## src/rtl/mult_div_unit_if.sv

```systemverilog
// Operand/result bundle between the MIPS register file, control and the
// multiply/divide unit.
interface mult_div_unit_if #(parameter int WIDTH = 32);
  logic             start;
  logic [2:0]       op;
  logic [WIDTH-1:0] operand_a;
  logic [WIDTH-1:0] operand_b;
  logic             busy;
  logic             done;
  logic             div_by_zero;
  logic [WIDTH-1:0] hi;
  logic [WIDTH-1:0] lo;

  modport master (
    output start, op, operand_a, operand_b,
    input  busy, done, div_by_zero, hi, lo
  );

  modport slave (
    input  start, op, operand_a, operand_b,
    output busy, done, div_by_zero, hi, lo
  );
endinterface

```

## src/rtl/mult_div_unit.sv

```systemverilog
// Iterative MULT/MULTU/DIV/DIVU unit with architectural HI/LO registers.
// Shift-add multiply and restoring divide, one bit per cycle over WIDTH cycles.
module mult_div_unit #(
  parameter int WIDTH = 32
) (
  input logic            clock,
  input logic            reset_n,
  mult_div_unit_if.slave bus
);

  localparam int CW = $clog2(WIDTH);

  typedef enum logic {IDLE = 1'b0, RUN = 1'b1} state_t;

  state_t             state_q, state_d;
  logic [CW-1:0]      cnt_q, cnt_d;
  logic [2*WIDTH-1:0] acc_q, acc_d;
  logic [WIDTH-1:0]   mcand_q, mcand_d;
  logic [WIDTH-1:0]   orig_a_q, orig_a_d;
  logic [WIDTH-1:0]   hi_q, hi_d;
  logic [WIDTH-1:0]   lo_q, lo_d;
  logic               is_div_q, is_div_d;
  logic               neg_q, neg_d;
  logic               rem_neg_q, rem_neg_d;
  logic               dbz_q, dbz_d;
  logic               done_q, done_d;

  logic               sgn_s;
  logic [WIDTH:0]     mul_sum_s;
  logic [WIDTH:0]     rem_shift_s;
  logic               rem_ge_s;
  logic [WIDTH:0]     rem_diff_s;
  logic [2*WIDTH-1:0] mul_step_s;
  logic [2*WIDTH-1:0] div_step_s;
  logic [2*WIDTH-1:0] prod_s;
  logic [WIDTH-1:0]   quot_s;
  logic [WIDTH-1:0]   rem_s;

  function automatic logic [WIDTH-1:0] magnitude(input logic [WIDTH-1:0] v, input logic sgn);
    return (sgn && v[WIDTH-1]) ? -v : v;
  endfunction

  // One iteration of each algorithm; acc holds {partial, multiplier} or {remainder, quotient}
  assign sgn_s       = ~bus.op[0];
  assign mul_sum_s   = {1'b0, acc_q[2*WIDTH-1:WIDTH]} + (acc_q[0] ? {1'b0, mcand_q} : '0);
  assign mul_step_s  = {mul_sum_s, acc_q[WIDTH-1:1]};
  assign rem_shift_s = {acc_q[2*WIDTH-1:WIDTH], acc_q[WIDTH-1]};
  assign rem_ge_s    = rem_shift_s >= {1'b0, mcand_q};
  assign rem_diff_s  = rem_shift_s - {1'b0, mcand_q};
  assign div_step_s  = rem_ge_s ? {rem_diff_s[WIDTH-1:0], acc_q[WIDTH-2:0], 1'b1}
                                : {rem_shift_s[WIDTH-1:0], acc_q[WIDTH-2:0], 1'b0};
  assign prod_s      = neg_q ? -mul_step_s : mul_step_s;
  assign quot_s      = neg_q ? -div_step_s[WIDTH-1:0] : div_step_s[WIDTH-1:0];
  assign rem_s       = rem_neg_q ? -div_step_s[2*WIDTH-1:WIDTH] : div_step_s[2*WIDTH-1:WIDTH];

  // Next-state: accept in IDLE, iterate in RUN, commit HI/LO on the last iteration
  always_comb begin
    state_d   = state_q;
    cnt_d     = cnt_q;
    acc_d     = acc_q;
    mcand_d   = mcand_q;
    orig_a_d  = orig_a_q;
    hi_d      = hi_q;
    lo_d      = lo_q;
    is_div_d  = is_div_q;
    neg_d     = neg_q;
    rem_neg_d = rem_neg_q;
    dbz_d     = dbz_q;
    done_d    = 1'b0;
    case (state_q)
      IDLE: begin
        if (bus.start) begin
          case (bus.op)
            3'd0, 3'd1, 3'd2, 3'd3: begin
              state_d   = RUN;
              cnt_d     = '0;
              is_div_d  = bus.op[1];
              neg_d     = sgn_s & (bus.operand_a[WIDTH-1] ^ bus.operand_b[WIDTH-1]);
              rem_neg_d = sgn_s & bus.operand_a[WIDTH-1];
              orig_a_d  = bus.operand_a;
              // Multiply iterates over operand_b; divide shifts out operand_a
              if (bus.op[1]) begin
                acc_d   = {{WIDTH{1'b0}}, magnitude(bus.operand_a, sgn_s)};
                mcand_d = magnitude(bus.operand_b, sgn_s);
              end else begin
                acc_d   = {{WIDTH{1'b0}}, magnitude(bus.operand_b, sgn_s)};
                mcand_d = magnitude(bus.operand_a, sgn_s);
              end
            end
            3'd4: begin
              hi_d   = bus.operand_a;
              dbz_d  = 1'b0;
              done_d = 1'b1;
            end
            3'd5: begin
              lo_d   = bus.operand_a;
              dbz_d  = 1'b0;
              done_d = 1'b1;
            end
            default: begin
              state_d = IDLE;
            end
          endcase
        end else begin
          state_d = IDLE;
        end
      end
      RUN: begin
        acc_d = is_div_q ? div_step_s : mul_step_s;
        if (cnt_q == CW'(WIDTH - 1)) begin
          state_d = IDLE;
          done_d  = 1'b1;
          if (!is_div_q) begin
            hi_d  = prod_s[2*WIDTH-1:WIDTH];
            lo_d  = prod_s[WIDTH-1:0];
            dbz_d = 1'b0;
          end else if (mcand_q == '0) begin
            hi_d  = orig_a_q;
            lo_d  = '1;
            dbz_d = 1'b1;
          end else begin
            hi_d  = rem_s;
            lo_d  = quot_s;
            dbz_d = 1'b0;
          end
        end else begin
          cnt_d = cnt_q + CW'(1);
        end
      end
      default: begin
        state_d = IDLE;
      end
    endcase
  end

  // State registers with synchronous active-low reset
  always_ff @(posedge clock) begin
    if (!reset_n) begin
      state_q   <= IDLE;
      cnt_q     <= '0;
      acc_q     <= '0;
      mcand_q   <= '0;
      orig_a_q  <= '0;
      hi_q      <= '0;
      lo_q      <= '0;
      is_div_q  <= 1'b0;
      neg_q     <= 1'b0;
      rem_neg_q <= 1'b0;
      dbz_q     <= 1'b0;
      done_q    <= 1'b0;
    end else begin
      state_q   <= state_d;
      cnt_q     <= cnt_d;
      acc_q     <= acc_d;
      mcand_q   <= mcand_d;
      orig_a_q  <= orig_a_d;
      hi_q      <= hi_d;
      lo_q      <= lo_d;
      is_div_q  <= is_div_d;
      neg_q     <= neg_d;
      rem_neg_q <= rem_neg_d;
      dbz_q     <= dbz_d;
      done_q    <= done_d;
    end
  end

  assign bus.busy        = (state_q == RUN);
  assign bus.done        = done_q;
  assign bus.div_by_zero = dbz_q;
  assign bus.hi          = hi_q;
  assign bus.lo          = lo_q;

endmodule

```

## src/flat_wrapper.sv

```systemverilog
// flat-port wrapper written by rule: the top's interface ports become plain ports
module mult_div_unit_flat 
#(
  parameter int WIDTH = 32
)
  (clock, reset_n, bus_start, bus_op, bus_operand_a, bus_operand_b, bus_busy, bus_done, bus_div_by_zero, bus_hi, bus_lo);
  mult_div_unit_if #(.WIDTH(WIDTH)) bus_i ();
  input logic clock;
  input logic reset_n;
  input wire logic [$bits(bus_i.start)-1:0] bus_start;
  input wire logic [$bits(bus_i.op)-1:0] bus_op;
  input wire logic [$bits(bus_i.operand_a)-1:0] bus_operand_a;
  input wire logic [$bits(bus_i.operand_b)-1:0] bus_operand_b;
  output wire logic [$bits(bus_i.busy)-1:0] bus_busy;
  output wire logic [$bits(bus_i.done)-1:0] bus_done;
  output wire logic [$bits(bus_i.div_by_zero)-1:0] bus_div_by_zero;
  output wire logic [$bits(bus_i.hi)-1:0] bus_hi;
  output wire logic [$bits(bus_i.lo)-1:0] bus_lo;
  assign bus_i.start = bus_start;
  assign bus_i.op = bus_op;
  assign bus_i.operand_a = bus_operand_a;
  assign bus_i.operand_b = bus_operand_b;
  assign bus_busy = bus_i.busy;
  assign bus_done = bus_i.done;
  assign bus_div_by_zero = bus_i.div_by_zero;
  assign bus_hi = bus_i.hi;
  assign bus_lo = bus_i.lo;
  mult_div_unit #(.WIDTH(WIDTH)) u_core (.clock(clock), .reset_n(reset_n), .bus(bus_i));
endmodule
```

## config.mk

```make
export PLATFORM = sky130hd
export DESIGN_NAME = mult_div_unit_flat
export DESIGN_NICKNAME = d
export VERILOG_FILES = /design/src/rtl/mult_div_unit_if.sv /design/src/rtl/mult_div_unit.sv /design/src/flat_wrapper.sv
export SDC_FILE = /design/constraint.sdc
export NUM_CORES = 1
export LEC_CHECK = 0
export CORE_ASPECT_RATIO = 1.75
export CORE_MARGIN = 1.5
export CORE_UTILIZATION = 45
export CTS_CLUSTER_SIZE = 10
export DETAILED_ROUTE_END_ITERATION = 10
export PLACE_DENSITY_LB_ADDON = 0.3
export SETUP_SLACK_MARGIN = 0.05
export SLEW_MARGIN = 10
export SYNTH_ARGS = -nofsm -noshare
export SYNTH_HDL_FRONTEND = slang
export SYNTH_SLANG_ARGS = --single-unit
```

## constraint.sdc

```tcl
create_clock -name clock -period 6.3 [get_ports clock]
set_input_delay 0.945 -clock clock [delete_from_list [all_inputs] [get_ports clock]]
set_output_delay 0.945 -clock clock [all_outputs]
set_load 0.005 [all_outputs]
```

### After elaboration in Yosys (flattened, before gate mapping)

Index checks and enable logic that the tools add are counted.

| storage, ports and cells | value |
|---|---|
| bits in registers | 203 |
| latch bits | 0 |
| memory bits (writable) | 0 |
| memory bits (read-only) | 0 |
| output and inout bits | 67 |
| word-level logic and storage cells | 94 |
| memories kept | 0 |

| cells by class | value |
|---|---|
| add/sub/neg operators | 8 |
| multiply operators | 0 |
| div/mod/pow operators | 0 |
| $lt $le $gt $ge | 1 |
| eq/ne operators | 13 |
| shifts and indexed selects | 0 |
| multiplexer cells | 43 |
| bitwise gates (word level) | 5 |
| reductions and logical operators | 12 |

Operator list:

| kind | count |
|---|---|
| two-way mux 32 bit | 17 |
| two-way mux 64 bit | 5 |
| negator 32 bit | 4 |
| case mux 32 bit (2 select lines) | 2 |
| case mux 64 bit (2 select lines) | 1 |
| negator 64 bit | 1 |
| adder 32 x 32 -> 33 bit | 1 |
| >= comparator 33 x 32 -> 1 bit | 1 |
| zero test 32 bit | 1 |
| subtractor 32 bit | 1 |
| two-way mux 5 bit | 3 |
| AND reduction 3 bit | 5 |
| != test 2 bit (second input constant) | 7 |
| two-way mux 1 bit | 11 |
| case mux 5 bit (2 select lines) | 1 |
| == test 3 x 2 -> 1 bit (second input constant) | 2 |
| == test 3 bit (second input constant) | 2 |
| case mux 1 bit (2 select lines) | 3 |
| adder 5 x 1 -> 5 bit (second input constant) | 1 |
| == test 5 bit (second input constant) | 1 |
| OR reduction 4 bit | 1 |
| == test 3 x 1 -> 1 bit (second input constant) | 1 |
| zero test 3 bit | 1 |
| AND 1 bit | 2 |
| 5 further kinds | 7 |

### Longest topological paths before layout

| logic depth | value |
|---|---|
| depth in word-level cells | 8 |
| mapped depth | 25 |

### Least setup slack after synthesis

Ideal clock, no wire load.

| path | value |
|---|---|
| path kind | reg2reg |
| start point | reg u_core.mcand_q[9] |
| end point | reg u_core.hi_q[26], in the netlist u_core.bus.hi[26] |
| library setup time | 0.115 ns |
| arrival time | 5.164 ns |
| required time | 6.185 ns |
| setup slack | 1.021 ns |
| cell stages (with the launch flop) | 24 |
| clock period less this slack | 5.279 ns |
| cells stage by stage | dfxtp_1 -> inv_1 -> ha_1 -> clkbuf_1 -> nand2_1 -> or3_1 -> o21ai_1 -> o31ai_2 -> nand2_1 -> buf_2 -> buf_1 -> clkbuf_1 -> nand2_1 -> o21ai_0 -> ha_1 -> and2_1 -> o2111ai_1 -> a211o_1 -> nor4_1 -> o221ai_1 -> o41ai_1 -> xnor2_1 -> a211oi_1 -> o21a_1 |

| between the ends | value |
|---|---|
| longest elaborated chain between the ends | 8 |
| elaborated cells on any way between the ends | 14 |
| classes of those cells | add/sub: 4; order compare: 1; mux: 8; reduce/logical: 1 |

RTL lines:

| element | RTL line | text |
|---|---|---|
| start: declaration | mult_div_unit.sv:18 | `logic [WIDTH-1:0] mcand_q, mcand_d;` |
| start signal: assignment | mult_div_unit.sv:155 | `mcand_q <= mcand_d;` |
| subtractor 32 bit or >= comparator 33 x 32 -> 1 bit (tied branches) | mult_div_unit.sv:49, mult_div_unit.sv:48 |  |
| two-way mux 64 bit | mult_div_unit.sv:50 | `assign div_step_s = rem_ge_s ? {rem_diff_s[WIDTH-1:0], acc_q[WIDTH-2:0], 1'b1}` |
| negator 32 bit | mult_div_unit.sv:54 | `assign rem_s = rem_neg_q ? -div_step_s[2*WIDTH-1:WIDTH] : div_step_s[2*WIDTH-1:WIDTH];` |
| two-way mux 32 bit | mult_div_unit.sv:54 |  |
| two-way mux 32 bit | mult_div_unit.sv:117 | `end else if (mcand_q == '0) begin` |
| two-way mux 32 bit * | mult_div_unit.sv:113 | `if (!is_div_q) begin` |
| two-way mux 32 bit * | mult_div_unit.sv:110 | `if (cnt_q == CW'(WIDTH - 1)) begin` |
| case mux 32 bit (2 select lines) * | mult_div_unit.sv:70 | `case (state_q)` |
| end signal: assignment | mult_div_unit.sv:157 | `hi_q <= hi_d;` |
| end: declaration | mult_div_unit.sv:20 | `logic [WIDTH-1:0] hi_q, hi_d;` |

Every way passes the cells marked *; elsewhere a longest branch is shown, timed or not. The select of a mux whose other input is x is not followed.
A chain may end at the register's enable or synchronous reset.

### Final worst setup path

| path | value |
|---|---|
| start point | reg u_core.mcand_q[24] |
| end point | reg u_core.hi_q[26], in the netlist u_core.bus.hi[26] |

The elaborated chain is that of the path after synthesis.

==> impl_metrics.ini <==
[synthesis]
synthArstFlopShare = 0
post_synth.cell_area_avg_um2 = 7.02
post-synth-top-area-fraction = 0.215
syn-cell-area_um2 = 18900
synth-main-ff-cell = dfxtp_1
total_nets_after_synthesis = 2839
sequential_fraction_of_the_synthesis_area = 0.215
most_used_standard_cell_by_instance_count_after_synthesis = nand2_1
ys_ff_latch = 203
ys_top_cells_by_count = nand2_1 (331), nor2_1 (294), a21oi_1 (250)
post_synth_main_area_contributors = dfxtp_1 (21%), a21oi_1 (6.6%), nand2_1 (6.6%), xnor2_1 (6.0%), nor2_1 (5.8%)
synth.lib_cells_used.distinct = 88
synth_area_leader_cell = dfxtp_1
synth_enable_flop_cells = 0
synthesis.yosys.warnings = 0
synthCells = 2696

[clocking]
clk_pin_slew_ns = 0.06
cts_made_buffers = 24
clock_tree_from_tritoncts = yes
cts_setup_buffers = 0
clock_path_buffers = 3
cts_sinks = 203
root_buffer = clkbuf_16
cts_max_level = 1
ctsHoldBuffers = 0
clock_latency_ns = 0.56

[setup_path]
r2r.worst_path.cells = 19
critical_path.endpoint_type = flop
cp_slowest_cell = a21oi_1
required_time_reported_for_the_critical_path_endpoint_ns = 6.80
setup.worst_path.end = u_core.bus.hi[26]$_SDFFE_PN0P_
cp.arrival_ns = 6.57
critPathLaunchType = flop
timing.reg2reg.setup_slack_ns = 0.23
critical_path_peak_fanout = 13
critPathMaxStageDelay_ns = 0.84
r2r_start = u_core.mcand_q[24]$_SDFFE_PN0P_
timing.critical_path.cells = inv_1 > ha_1 > a21oi_1 > o31a_1 > o21a_1 > o211a_1 > nand2_1 > o21ai_0 > ha_1 > and2_1 > o2111ai_1 > a211o_1 > nor4_1 > buf_4 > o221ai_1 > o41ai_1 > xnor2_1 > a211oi_1 > o21a_1
cpLargestDelayFamily = compound AO/OA/AOI/OAI gates
worstSetupPathDepth = 19
origin_of_the_worst_setup_path = u_core.mcand_q[24]$_SDFFE_PN0P_
worstPathBufferInverterCount = 2
path_class = reg2reg
worst_reg2reg_path_endpoint = u_core.bus.hi[26]$_SDFFE_PN0P_

[power_and_ir_drop]
vdd_drop_max_mv = 0.210
power.leakage_nw = 7.86
power-per-cell-area_nw_per_um2 = 208

[die]
chipWidth_um = 158
floorplan.rows = 99
floorplan.io_pins = 137
die_height_um = 274
floorplan.initialDensity = 0.455
die_area_um2 = 43400
core_um2 = 41600

[sta]
rsz0062_at_grt = no
skew_ns = 0.0228
slew_viol_final = 0
finalSetupTns_ns = 0
final-hold-violation-count = 0
fmax_mhz = 165
min_period_ns = 6.07
min_period_over_period = 0.963
timing_worst_slew_pin_value_ns = 1.46
timing.slew.headroom = 0.0140
finalSetupViolations = 0

[cells_and_area]
postLayoutCoreUtil = 0.514
fin_area_um2 = 21400
syn_to_final_growth_pct = 12.9
design.final.nets = 2857
nFillCells = 4263
final_layout_size_suffix_gt1_frac = 0.0622

[run]
timing.max_cap.violations = 1

[placed_design]
port_buffers = 136
postPlaceCellArea_um2 = 20700
dp.final_hpwl_um = 72100
gp_congestion = 1.06

[drt]
drc_errors = 0
antenna_violating_nets_post_route = 0
totalWireLength_um = 95200
detail_route.wl_per_cell_um = 29.1
drt-vias-per-instance = 6.79
dr_total_vias = 22253
drt-pass1-iter-count = 9
detail_route.iter0.violations = 2661

[global_routing]
groute.usage.overall = 0.434
antenna_violations_before_repair = 4
grt_first_pass_wirelength_um = 138000
first_global_vias = 21362
globalRoute.totalOverflow = 0
grt_start_max_net_pins = 85

[outcome]
failed_checks = capacitance limit
outcome = finished, violations left

[min_path]
hp-class = reg2reg
==> worst min-delay path by stage <==
stage | start | endpoint | slack, ns | depth (start not counted)
after global placement | u_core.orig_a_q[16]$_SDFFE_PN0P_ | u_core.orig_a_q[16]$_SDFFE_PN0P_ | 0.44 | 2
final | u_core.orig_a_q[31]$_SDFFE_PN0P_ | u_core.orig_a_q[31]$_SDFFE_PN0P_ | 0.45 | 2
after CTS | u_core.orig_a_q[31]$_SDFFE_PN0P_ | u_core.orig_a_q[31]$_SDFFE_PN0P_ | 0.45 | 2
after detailed placement | u_core.orig_a_q[31]$_SDFFE_PN0P_ | u_core.orig_a_q[31]$_SDFFE_PN0P_ | 0.45 | 2
after global routing | u_core.orig_a_q[22]$_SDFFE_PN0P_ | u_core.orig_a_q[22]$_SDFFE_PN0P_ | 0.47 | 2
after floorplan | u_core.orig_a_q[31]$_SDFFE_PN0P_ | u_core.orig_a_q[31]$_SDFFE_PN0P_ | 0.43 | 2
==> cell families after synthesis <==
group,share of synthesized area
adder cells (fa/ha/maj),0.0490
AO/OA/AOI/OAI,0.315
XOR/XNOR,0.0916
buffers and inverters,0.0597
flip-flops,0.215
AND/OR/NAND/NOR,0.232
multiplexers,0.0382
==> metal layers <==
layer / global-route usage / wire (um)
met4: 0.446 / 11800
met3: 0.101 / 8460
met2: 0.731 / 45000
met5: 0 / 11
met1: 0.420 / 29900
==> report_power, final <==
group	switching, mW	internal (mW)	leakage, nW
Clock	0.596	0.706	0.322
Combinational	1.15	0.560	5.88
Sequential	0.0972	1.34	1.65
Total	1.84	2.61	7.86
==> cells in the final DEF, fill, tap and decap left out, drive strengths merged, types with 11 or more instances in the layout <==
| master | instances |
|---|---|
| a21o | 32 |
| a311oi | 14 |
| o21ai | 219 |
| or3 | 34 |
| nor4 | 40 |
| a2111oi | 12 |
| ha | 71 |
| and2 | 20 |
| nor2 | 294 |
| mux2 | 18 |
| a211oi | 55 |
| nor3 | 40 |
| or4 | 17 |
| a31oi | 40 |
| inv | 81 |
| a211o | 11 |
| and3 | 19 |
| a221oi | 26 |
| o211ai | 48 |
| nand2 | 331 |
| clkdlybuf4s50 | 134 |
| xnor2 | 130 |
| o41ai | 12 |
| nor2b | 18 |
| o221ai | 41 |
| nand4 | 27 |
| xor2 | 68 |
| o21a | 23 |
| o31ai | 32 |
| buf | 66 |
| dfxtp | 203 |
| mux2i | 52 |
| a21oi | 250 |
| or2 | 17 |
| nand3 | 41 |
| clkbuf | 30 |
| a22oi | 16 |
| nand2b | 22 |
==> cell type report <==
cell class	count	area (um^2)	area share
diodes	1	2.50	0.000117
clock buffers	30	643	0.0301
clock inverters	1	16.3	0.000761
inverters	82	310	0.0145
multi-input cells	2203	13800	0.646
flip-flops and latches	203	4070	0.190
well taps	555	694	0.0325
repair buffers	200	1830	0.0857
==> stage by stage <==
step	hold WS, ns	std cells	power, mW	worst slack [ns]
global route	0.470	3274	4.55	0.0946
floorplan	0.432	2696	2.40	1.02
global placement	0.442	3243	3.07	0.489
finish	0.451	3275	4.45	0.230
CTS	0.452	3274	4.35	0.449
detailed placement	0.446	3243	3.07	0.513
==> what timing repair did <==
action / in CTS / in global routing
hold endpoints to repair: 0 / 0
setup endpoints to repair: 0 / 2
gates resized for setup: 0 / 1
==> flip-flops by register name, indices dropped and copies added (netlist names), 5 cells and up <==
| signal | flops |
|---|---|
| u_core.bus.lo | 32 |
| u_core.mcand_q | 32 |
| u_core.orig_a_q | 32 |
| u_core.bus.hi | 32 |
| u_core.acc_q | 64 |
| u_core.cnt_q | 5 |
==> tightest hold or removal path, delay by kind of cell (launching register included) <==
| family | cells | cell delay (ns) |
|---|---|---|
| flops | 1 | 0.31 |
| compound gates | 1 | 0.05 |
| simple gates | 1 | 0.05 |
Power figures use the tool's default switching activity.
